<file path="config.mk">
export PLATFORM = sky130hd
export DESIGN_NAME = exe_unit_issue_ctrl_flat
export DESIGN_NICKNAME = d
export VERILOG_FILES = /design/src/rtl/exe_unit_issue_ctrl_if.sv /design/src/rtl/exe_unit_issue_ctrl.sv /design/src/flat_wrapper.sv
export SDC_FILE = /design/constraint.sdc
export NUM_CORES = 1
export LEC_CHECK = 0
export ABC_AREA = 1
export CELL_PAD_IN_SITES_DETAIL_PLACEMENT = 1
export CELL_PAD_IN_SITES_GLOBAL_PLACEMENT = 1
export CORE_UTILIZATION = 38
export CTS_BUF_LIST = sky130_fd_sc_hd__clkbuf_8
export DETAILED_ROUTE_END_ITERATION = 7
export GPL_TIMING_DRIVEN = 0
export PLACE_DENSITY = 0.79
export SYNTH_ARGS = -nofsm -noshare
export SYNTH_HDL_FRONTEND = slang
export SYNTH_SLANG_ARGS = --single-unit
</file>
<file path="constraint.sdc">
create_clock -name clk -period 6.1 [get_ports clk]
set_input_delay 0.915 -clock clk [delete_from_list [all_inputs] [get_ports clk]]
set_output_delay 0.915 -clock clk [all_outputs]
set_load 0.05 [all_outputs]
</file>
<file path="src/rtl/exe_unit_issue_ctrl_if.sv">
// Issue/handshake bundle between the ID/EX side, the execution units and the
// issue controller. The master is the environment and the slave is the controller.
interface exe_unit_issue_ctrl_if #(
    parameter int NUM_UNITS = 10
) ();
    logic                 issue_valid_i;
    logic [3:0]           issue_unit_i;
    logic [4:0]           issue_rd_i;
    logic                 issue_rd_fp_i;
    logic                 issue_rd_we_i;
    logic [4:0]           rs1_i;
    logic [4:0]           rs2_i;
    logic [4:0]           rs3_i;
    logic [2:0]           rs_fp_i;
    logic [2:0]           rs_used_i;
    logic [NUM_UNITS-1:0] done_i;
    logic [NUM_UNITS-1:0] wb_grant_i;
    logic                 flush_i;
    logic                 stall_o;
    logic [NUM_UNITS-1:0] start_o;
    logic [NUM_UNITS-1:0] busy_o;
    logic                 protocol_err_o;

    modport master (
        output issue_valid_i, issue_unit_i, issue_rd_i, issue_rd_fp_i, issue_rd_we_i,
        output rs1_i, rs2_i, rs3_i, rs_fp_i, rs_used_i,
        output done_i, wb_grant_i, flush_i,
        input  stall_o, start_o, busy_o, protocol_err_o
    );

    modport slave (
        input  issue_valid_i, issue_unit_i, issue_rd_i, issue_rd_fp_i, issue_rd_we_i,
        input  rs1_i, rs2_i, rs3_i, rs_fp_i, rs_used_i,
        input  done_i, wb_grant_i, flush_i,
        output stall_o, start_o, busy_o, protocol_err_o
    );
endinterface

</file>
<file path="src/rtl/exe_unit_issue_ctrl.sv">
// Issue controller for the multi-cycle execution units: per-unit start/done FSMs,
// a destination-register scoreboard for RAW/WAW stalls, and a sticky protocol checker.
module exe_unit_issue_ctrl #(
    parameter int                   NUM_UNITS         = 10,
    parameter logic [NUM_UNITS-1:0] SINGLE_CYCLE_MASK = 10'b00_1100_0000
) (
    input  logic                 clk,
    input  logic                 reset_n,
    exe_unit_issue_ctrl_if.slave bus
);

    typedef enum logic [1:0] {
        ST_IDLE    = 2'd0,
        ST_START   = 2'd1,
        ST_BUSY    = 2'd2,
        ST_WAIT_WB = 2'd3
    } state_t;

    state_t               state_r [NUM_UNITS];
    logic [4:0]           sb_rd_r [NUM_UNITS];
    logic [NUM_UNITS-1:0] sb_fp_r;
    logic [NUM_UNITS-1:0] sb_we_r;
    logic [NUM_UNITS-1:0] start_r;
    logic [NUM_UNITS-1:0] busy_r;
    logic                 perr_r;

    logic [NUM_UNITS-1:0] active_s;
    logic [NUM_UNITS-1:0] hit_s;
    logic                 raw_s;
    logic                 waw_s;
    logic                 unit_busy_s;
    logic                 stall_s;
    logic                 accept_s;
    logic                 perr_set_s;

    // x0 is hardwired zero and never creates a dependency; f0 is a real register.
    function automatic logic reg_match(input logic [4:0] a, input logic a_fp,
                                       input logic [4:0] b, input logic b_fp);
        return (a == b) && (a_fp == b_fp) && (a_fp || (a != 5'd0));
    endfunction

    // Hazard detection, target decode and protocol-violation detection.
    always_comb begin
        raw_s      = 1'b0;
        waw_s      = 1'b0;
        hit_s      = {NUM_UNITS{1'b0}};
        active_s   = {NUM_UNITS{1'b0}};
        perr_set_s = 1'b0;
        for (int u = 0; u < NUM_UNITS; u++) begin
            active_s[u] = (state_r[u] != ST_IDLE);
            hit_s[u]    = (bus.issue_unit_i == 4'(u)) && !SINGLE_CYCLE_MASK[u];
            raw_s = raw_s | (active_s[u] && sb_we_r[u] && (
                      (bus.rs_used_i[0] && reg_match(bus.rs1_i, bus.rs_fp_i[0], sb_rd_r[u], sb_fp_r[u])) ||
                      (bus.rs_used_i[1] && reg_match(bus.rs2_i, bus.rs_fp_i[1], sb_rd_r[u], sb_fp_r[u])) ||
                      (bus.rs_used_i[2] && reg_match(bus.rs3_i, bus.rs_fp_i[2], sb_rd_r[u], sb_fp_r[u]))));
            waw_s = waw_s | (active_s[u] && sb_we_r[u] && bus.issue_rd_we_i &&
                             reg_match(bus.issue_rd_i, bus.issue_rd_fp_i, sb_rd_r[u], sb_fp_r[u]));
            perr_set_s = perr_set_s | (SINGLE_CYCLE_MASK[u] ?
                         (bus.done_i[u] || bus.wb_grant_i[u]) :
                         (bus.wb_grant_i[u] && ((state_r[u] == ST_IDLE) || (state_r[u] == ST_START))));
        end
        // Unknown codes decode to no hit, so they behave as single-cycle targets.
        unit_busy_s = |(hit_s & active_s);
        stall_s     = bus.issue_valid_i && (raw_s || waw_s || unit_busy_s);
        accept_s    = bus.issue_valid_i && !stall_s && !bus.flush_i;
    end

    // Per-unit start/done FSMs with registered start/busy and the sticky error flag.
    always_ff @(posedge clk) begin
        if (!reset_n) begin
            for (int u = 0; u < NUM_UNITS; u++) begin
                state_r[u] <= ST_IDLE;
                sb_rd_r[u] <= 5'd0;
            end
            sb_fp_r <= {NUM_UNITS{1'b0}};
            sb_we_r <= {NUM_UNITS{1'b0}};
            start_r <= {NUM_UNITS{1'b0}};
            busy_r  <= {NUM_UNITS{1'b0}};
            perr_r  <= 1'b0;
        end else begin
            perr_r <= perr_r | perr_set_s;
            for (int u = 0; u < NUM_UNITS; u++) begin
                if (bus.flush_i || SINGLE_CYCLE_MASK[u]) begin
                    state_r[u] <= ST_IDLE;
                    start_r[u] <= 1'b0;
                    busy_r[u]  <= 1'b0;
                end else begin
                    case (state_r[u])
                        ST_IDLE: begin
                            if (accept_s && hit_s[u]) begin
                                state_r[u] <= ST_START;
                                start_r[u] <= 1'b1;
                                busy_r[u]  <= 1'b1;
                                sb_rd_r[u] <= bus.issue_rd_i;
                                sb_fp_r[u] <= bus.issue_rd_fp_i;
                                sb_we_r[u] <= bus.issue_rd_we_i;
                            end else begin
                                start_r[u] <= 1'b0;
                                busy_r[u]  <= 1'b0;
                            end
                        end
                        // done_i is deliberately not looked at while the start pulse is out.
                        ST_START: begin
                            state_r[u] <= ST_BUSY;
                            start_r[u] <= 1'b0;
                            busy_r[u]  <= 1'b1;
                        end
                        ST_BUSY: begin
                            start_r[u] <= 1'b0;
                            if (bus.done_i[u] && bus.wb_grant_i[u]) begin
                                state_r[u] <= ST_IDLE;
                                busy_r[u]  <= 1'b0;
                            end else if (bus.done_i[u]) begin
                                state_r[u] <= ST_WAIT_WB;
                                busy_r[u]  <= 1'b1;
                            end else begin
                                state_r[u] <= ST_BUSY;
                                busy_r[u]  <= 1'b1;
                            end
                        end
                        ST_WAIT_WB: begin
                            start_r[u] <= 1'b0;
                            if (bus.wb_grant_i[u]) begin
                                state_r[u] <= ST_IDLE;
                                busy_r[u]  <= 1'b0;
                            end else begin
                                state_r[u] <= ST_WAIT_WB;
                                busy_r[u]  <= 1'b1;
                            end
                        end
                        default: begin
                            state_r[u] <= ST_IDLE;
                            start_r[u] <= 1'b0;
                            busy_r[u]  <= 1'b0;
                        end
                    endcase
                end
            end
        end
    end

    assign bus.stall_o        = stall_s;
    assign bus.start_o        = start_r;
    assign bus.busy_o         = busy_r;
    assign bus.protocol_err_o = perr_r;

endmodule
</file>
<file path="src/flat_wrapper.sv">
// flat-port wrapper written by rule: the top's interface ports become plain ports
module exe_unit_issue_ctrl_flat 
#(
    parameter int                   NUM_UNITS         = 10,
    parameter logic [NUM_UNITS-1:0] SINGLE_CYCLE_MASK = 10'b00_1100_0000
)
  (clk, reset_n, bus_issue_valid_i, bus_issue_unit_i, bus_issue_rd_i, bus_issue_rd_fp_i, bus_issue_rd_we_i, bus_rs1_i, bus_rs2_i, bus_rs3_i, bus_rs_fp_i, bus_rs_used_i, bus_done_i, bus_wb_grant_i, bus_flush_i, bus_stall_o, bus_start_o, bus_busy_o, bus_protocol_err_o);
  exe_unit_issue_ctrl_if #(.NUM_UNITS(NUM_UNITS)) bus_i ();
  input  logic clk;
  input  logic reset_n;
  input wire logic [$bits(bus_i.issue_valid_i)-1:0] bus_issue_valid_i;
  input wire logic [$bits(bus_i.issue_unit_i)-1:0] bus_issue_unit_i;
  input wire logic [$bits(bus_i.issue_rd_i)-1:0] bus_issue_rd_i;
  input wire logic [$bits(bus_i.issue_rd_fp_i)-1:0] bus_issue_rd_fp_i;
  input wire logic [$bits(bus_i.issue_rd_we_i)-1:0] bus_issue_rd_we_i;
  input wire logic [$bits(bus_i.rs1_i)-1:0] bus_rs1_i;
  input wire logic [$bits(bus_i.rs2_i)-1:0] bus_rs2_i;
  input wire logic [$bits(bus_i.rs3_i)-1:0] bus_rs3_i;
  input wire logic [$bits(bus_i.rs_fp_i)-1:0] bus_rs_fp_i;
  input wire logic [$bits(bus_i.rs_used_i)-1:0] bus_rs_used_i;
  input wire logic [$bits(bus_i.done_i)-1:0] bus_done_i;
  input wire logic [$bits(bus_i.wb_grant_i)-1:0] bus_wb_grant_i;
  input wire logic [$bits(bus_i.flush_i)-1:0] bus_flush_i;
  output wire logic [$bits(bus_i.stall_o)-1:0] bus_stall_o;
  output wire logic [$bits(bus_i.start_o)-1:0] bus_start_o;
  output wire logic [$bits(bus_i.busy_o)-1:0] bus_busy_o;
  output wire logic [$bits(bus_i.protocol_err_o)-1:0] bus_protocol_err_o;
  assign bus_i.issue_valid_i = bus_issue_valid_i;
  assign bus_i.issue_unit_i = bus_issue_unit_i;
  assign bus_i.issue_rd_i = bus_issue_rd_i;
  assign bus_i.issue_rd_fp_i = bus_issue_rd_fp_i;
  assign bus_i.issue_rd_we_i = bus_issue_rd_we_i;
  assign bus_i.rs1_i = bus_rs1_i;
  assign bus_i.rs2_i = bus_rs2_i;
  assign bus_i.rs3_i = bus_rs3_i;
  assign bus_i.rs_fp_i = bus_rs_fp_i;
  assign bus_i.rs_used_i = bus_rs_used_i;
  assign bus_i.done_i = bus_done_i;
  assign bus_i.wb_grant_i = bus_wb_grant_i;
  assign bus_i.flush_i = bus_flush_i;
  assign bus_stall_o = bus_i.stall_o;
  assign bus_start_o = bus_i.start_o;
  assign bus_busy_o = bus_i.busy_o;
  assign bus_protocol_err_o = bus_i.protocol_err_o;
  exe_unit_issue_ctrl #(.NUM_UNITS(NUM_UNITS), .SINGLE_CYCLE_MASK(SINGLE_CYCLE_MASK)) u_core (.clk(clk), .reset_n(reset_n), .bus(bus_i));
endmodule
</file>
==> key figures <==
Outcome
  • Outcome: complete, no violations

Floorplanning
  • Die X: around 140 um
  • IO Count: 78
  • Rows: between 50 and 60
  • Initial Utilization: slightly below 40%
  • Die Y-Extent: 143 um
  • Std-Cell Core Area: 19400 um^2
  • DIE AREA: about 20000 um^2

Timing
  • Slew headroom: between 30% and 40%
  • Setup ws final: between 1 and 1.5 ns
  • Final Hold Viols: 0
  • Fin crit share: between 80% and 90%
  • Slew Limit Fails: 0
  • Final setup fails: 0
  • Period minus WS final: 4.97 ns
  • Setup tns final: 0 ns
  • Skew final: approximately 0.0063 ns
  • RSZ-0062 raised after global routing: false
  • Achievable Freq: 0.201 GHz
  • Worst slew pin tran: between 0.9 and 1 ns

Run
  • Max-cap violations: 0

Place
  • Half-perimeter wire length after placement: about 23 mm
  • GPL Wtd Cong: 0.971
  • PortBufs: 52
  • Placed Cells: approximately 1500
  • Worst slack, placed: approximately 1.2 ns

Logic synthesis
  • Yosys top cell area share: approximately 22%
  • Post-synth top cells: nand2_1 (374), inv_1 (137), nor2_1 (129), nand3_1 (119), edfxtp_1 (56)
  • Netlist cell types: 38
  • Sequential area share after synthesis: 31.2%
  • Ys Warns: 0
  • Ys flop type: edfxtp_1
  • Post-synth ARST share: 0%
  • Top cells by area, synth: edfxtp_1 (22%), nand2_1 (19%), dfxtp_1 (8.8%)
  • Syn avg cell area: 6.38 um^2
  • Cells after Synth: around 1200
  • Synth Register Bits: between 80 and 90
  • Most common cell in the netlist: nand2_1
  • Post-synth EDFFs: 56
  • Largest area contributor in the netlist: edfxtp_1
  • Synthesized area: 7510 um^2

Route
  • Final wirelength: ~29 mm
  • Residual DRC: 0
  • 1st-iter DRT viols: approximately 660
  • Router iterations before antenna repair: 5
  • Vias per cell: around 5.3
  • Antenna Violating Nets Remaining: 0
  • Via count: ~8000
  • Wire length per cell: around 19 um

Global routing
  • First-pass GRT wire length: 44.8 mm
  • GRT Total Usage: between 20 and 30%
  • Antenna violations before repair: 0
  • Vias in the first global route: 8001
  • Overflow after GRT: 0
  • Largest net degree at the start of global routing: 16

CTS
  • Clock tree sinks: 89
  • H-tree depth: 3
  • Clk root buf: clkbuf_8
  • Max Buffers Root-to-Sink: 2
  • TritonCTS clock tree: built
  • CTS buffer count: 9
  • Post_cts resized: 0
  • Clock latency on the worst-skew pair: approximately 0.37 ns
  • Postcts setup bufs: 0
  • CTS Hold Bufs: 0
  • Clock-pin slew on the worst setup and hold paths: 0.08 ns

Layout
  • Layout Cells excl Fill: 1513
  • P&R area growth vs syn: 14.1%
  • Ant diodes: 0
  • Final nets: 1299
  • Fillers: 2653
  • Share of cells above drive strength 1: roughly 12%
  • Core Util, Final: 44.2%

Setup path
  • Worst endpoint data arrival time: 4.06 ns
  • Element type at the critical path end: output port
  • Kind of critical path: in -> out
  • Reg2Reg Depth: 13
  • CP required: slightly above 5 ns
  • Critical Path Source Type: input port
  • Critical path fanouts, max: 10

Pwr
  • Leak: 4.00 nW
  • Max VDD drop: between 0.1 and 0.15 mV
  • PD cells: about 170 nW/um^2

Worst hold path
  • Worst Hold Class: reg -> reg
  • Hold depth: 2
placed cells by master (no fill, tap or decap), drive strengths merged, types with 22 or more instances in the layout:
master | Yosys | layout
dfxtp | 33 | 33
buf | 41 | 41
nor2 | 183 | 183
o22ai | 30 | 30
o21ai | 25 | 25
nand2 | 382 | 382
a21oi | 44 | 44
clkdlybuf4s50 | 0 | 52
clkbuf | 12 | 22
nand4 | 29 | 29
nand3 | 121 | 121
inv | 153 | 154
edfxtp | 56 | 56
metrics by stage:
stage | total power, W | hold slack (ns) | cell area [um^2]
after floorplan | 0.000942 | 0.450 | 7530
after global placement | 0.00106 | 0.460 | 8380
after detailed placement | 0.00107 | 0.463 | 8380
after CTS | 0.00147 | 0.478 | 8580
after global routing | 0.00153 | 0.491 | 8580
final | 0.00147 | 0.476 | 8580
critical path, cell delays in order:
cell and delay (ns):
clkdlybuf4s50_1 0.71, inv_2 0.11, buf_6 0.17, nand2_1 0.06, nand2_1 0.06, nor3_1 0.25, nand3_1 0.11, nand3_1 0.18
nand2_1 0.08, nand2_1 0.10, nor2_2 0.06, buf_4 0.17, a21oi_1 0.22, clkdlybuf4s50_1 0.85
cells by family after synthesis:
| kind of cell | share of synthesized area [%] |
|---|---|
| AND/OR/NAND/NOR | 43.9 |
| buffers and inverters | 13.0 |
| AO/OA/AOI/OAI | 7.84 |
| flip-flops | 31.2 |
| XOR/XNOR | 4.08 |
| other | 0.0499 |
sequential cells by signal (all words and copies together) (netlist names):
name / count
u_core.bus.busy_o: 8
u_core.bus.protocol_err_o: 1
u_core.bus.start_o: 8
u_core.sb_fp_r: 8
u_core.sb_rd_r: 40
u_core.sb_we_r: 8
u_core.state_r: 16
layer usage:
| layer | GRT usage, % | vias to the layer above | routed length (um) | share of wire, % |
|---|---|---|---|---|
| met3 | 3.92 | 63 | 1860 | 6.4 |
| met5 | 0 | - | 0 | 0 |
| met2 | 50.2 | 311 | 13600 | 47 |
| li1 | - | 3870 | - | - |
| met4 | 10.6 | 0 | 909 | 3.1 |
| met1 | 37.6 | 3783 | 12600 | 44 |
worst paths after layout:
check	startpoint	end	slack (ns)
setup / recovery	bus_rs_fp_i[2]	bus_stall_o	1.13
hold / removal	u_core.sb_we_r[3]	u_core.sb_we_r[3]	0.48
setup reg to reg	u_core.sb_rd_r[0][3]	u_core.sb_rd_r[0][4]	3.26
hold reg to reg	u_core.sb_we_r[3]	u_core.sb_we_r[3]	0.48
layout make-up:
cell class                 count  area (um^2)  share of cell area [%]
buffer                        53          378                    4.41
inverter                     157          597                    6.96
clock inverter                 6         60.1                   0.700
timing repair buffer          52          520                    6.07
sequential                    89         2340                    27.3
tap                          265          332                    3.87
multi-input combinational    881         4210                    49.1
clock buffer                  10          138                    1.60
power by group:
part / switching, W / internal (W)
combinational: 0.000243 / 0.000123
sequential: 0.0000338 / 0.000664
clock: 0.000212 / 0.000198
(Power assumes the default switching activity.)
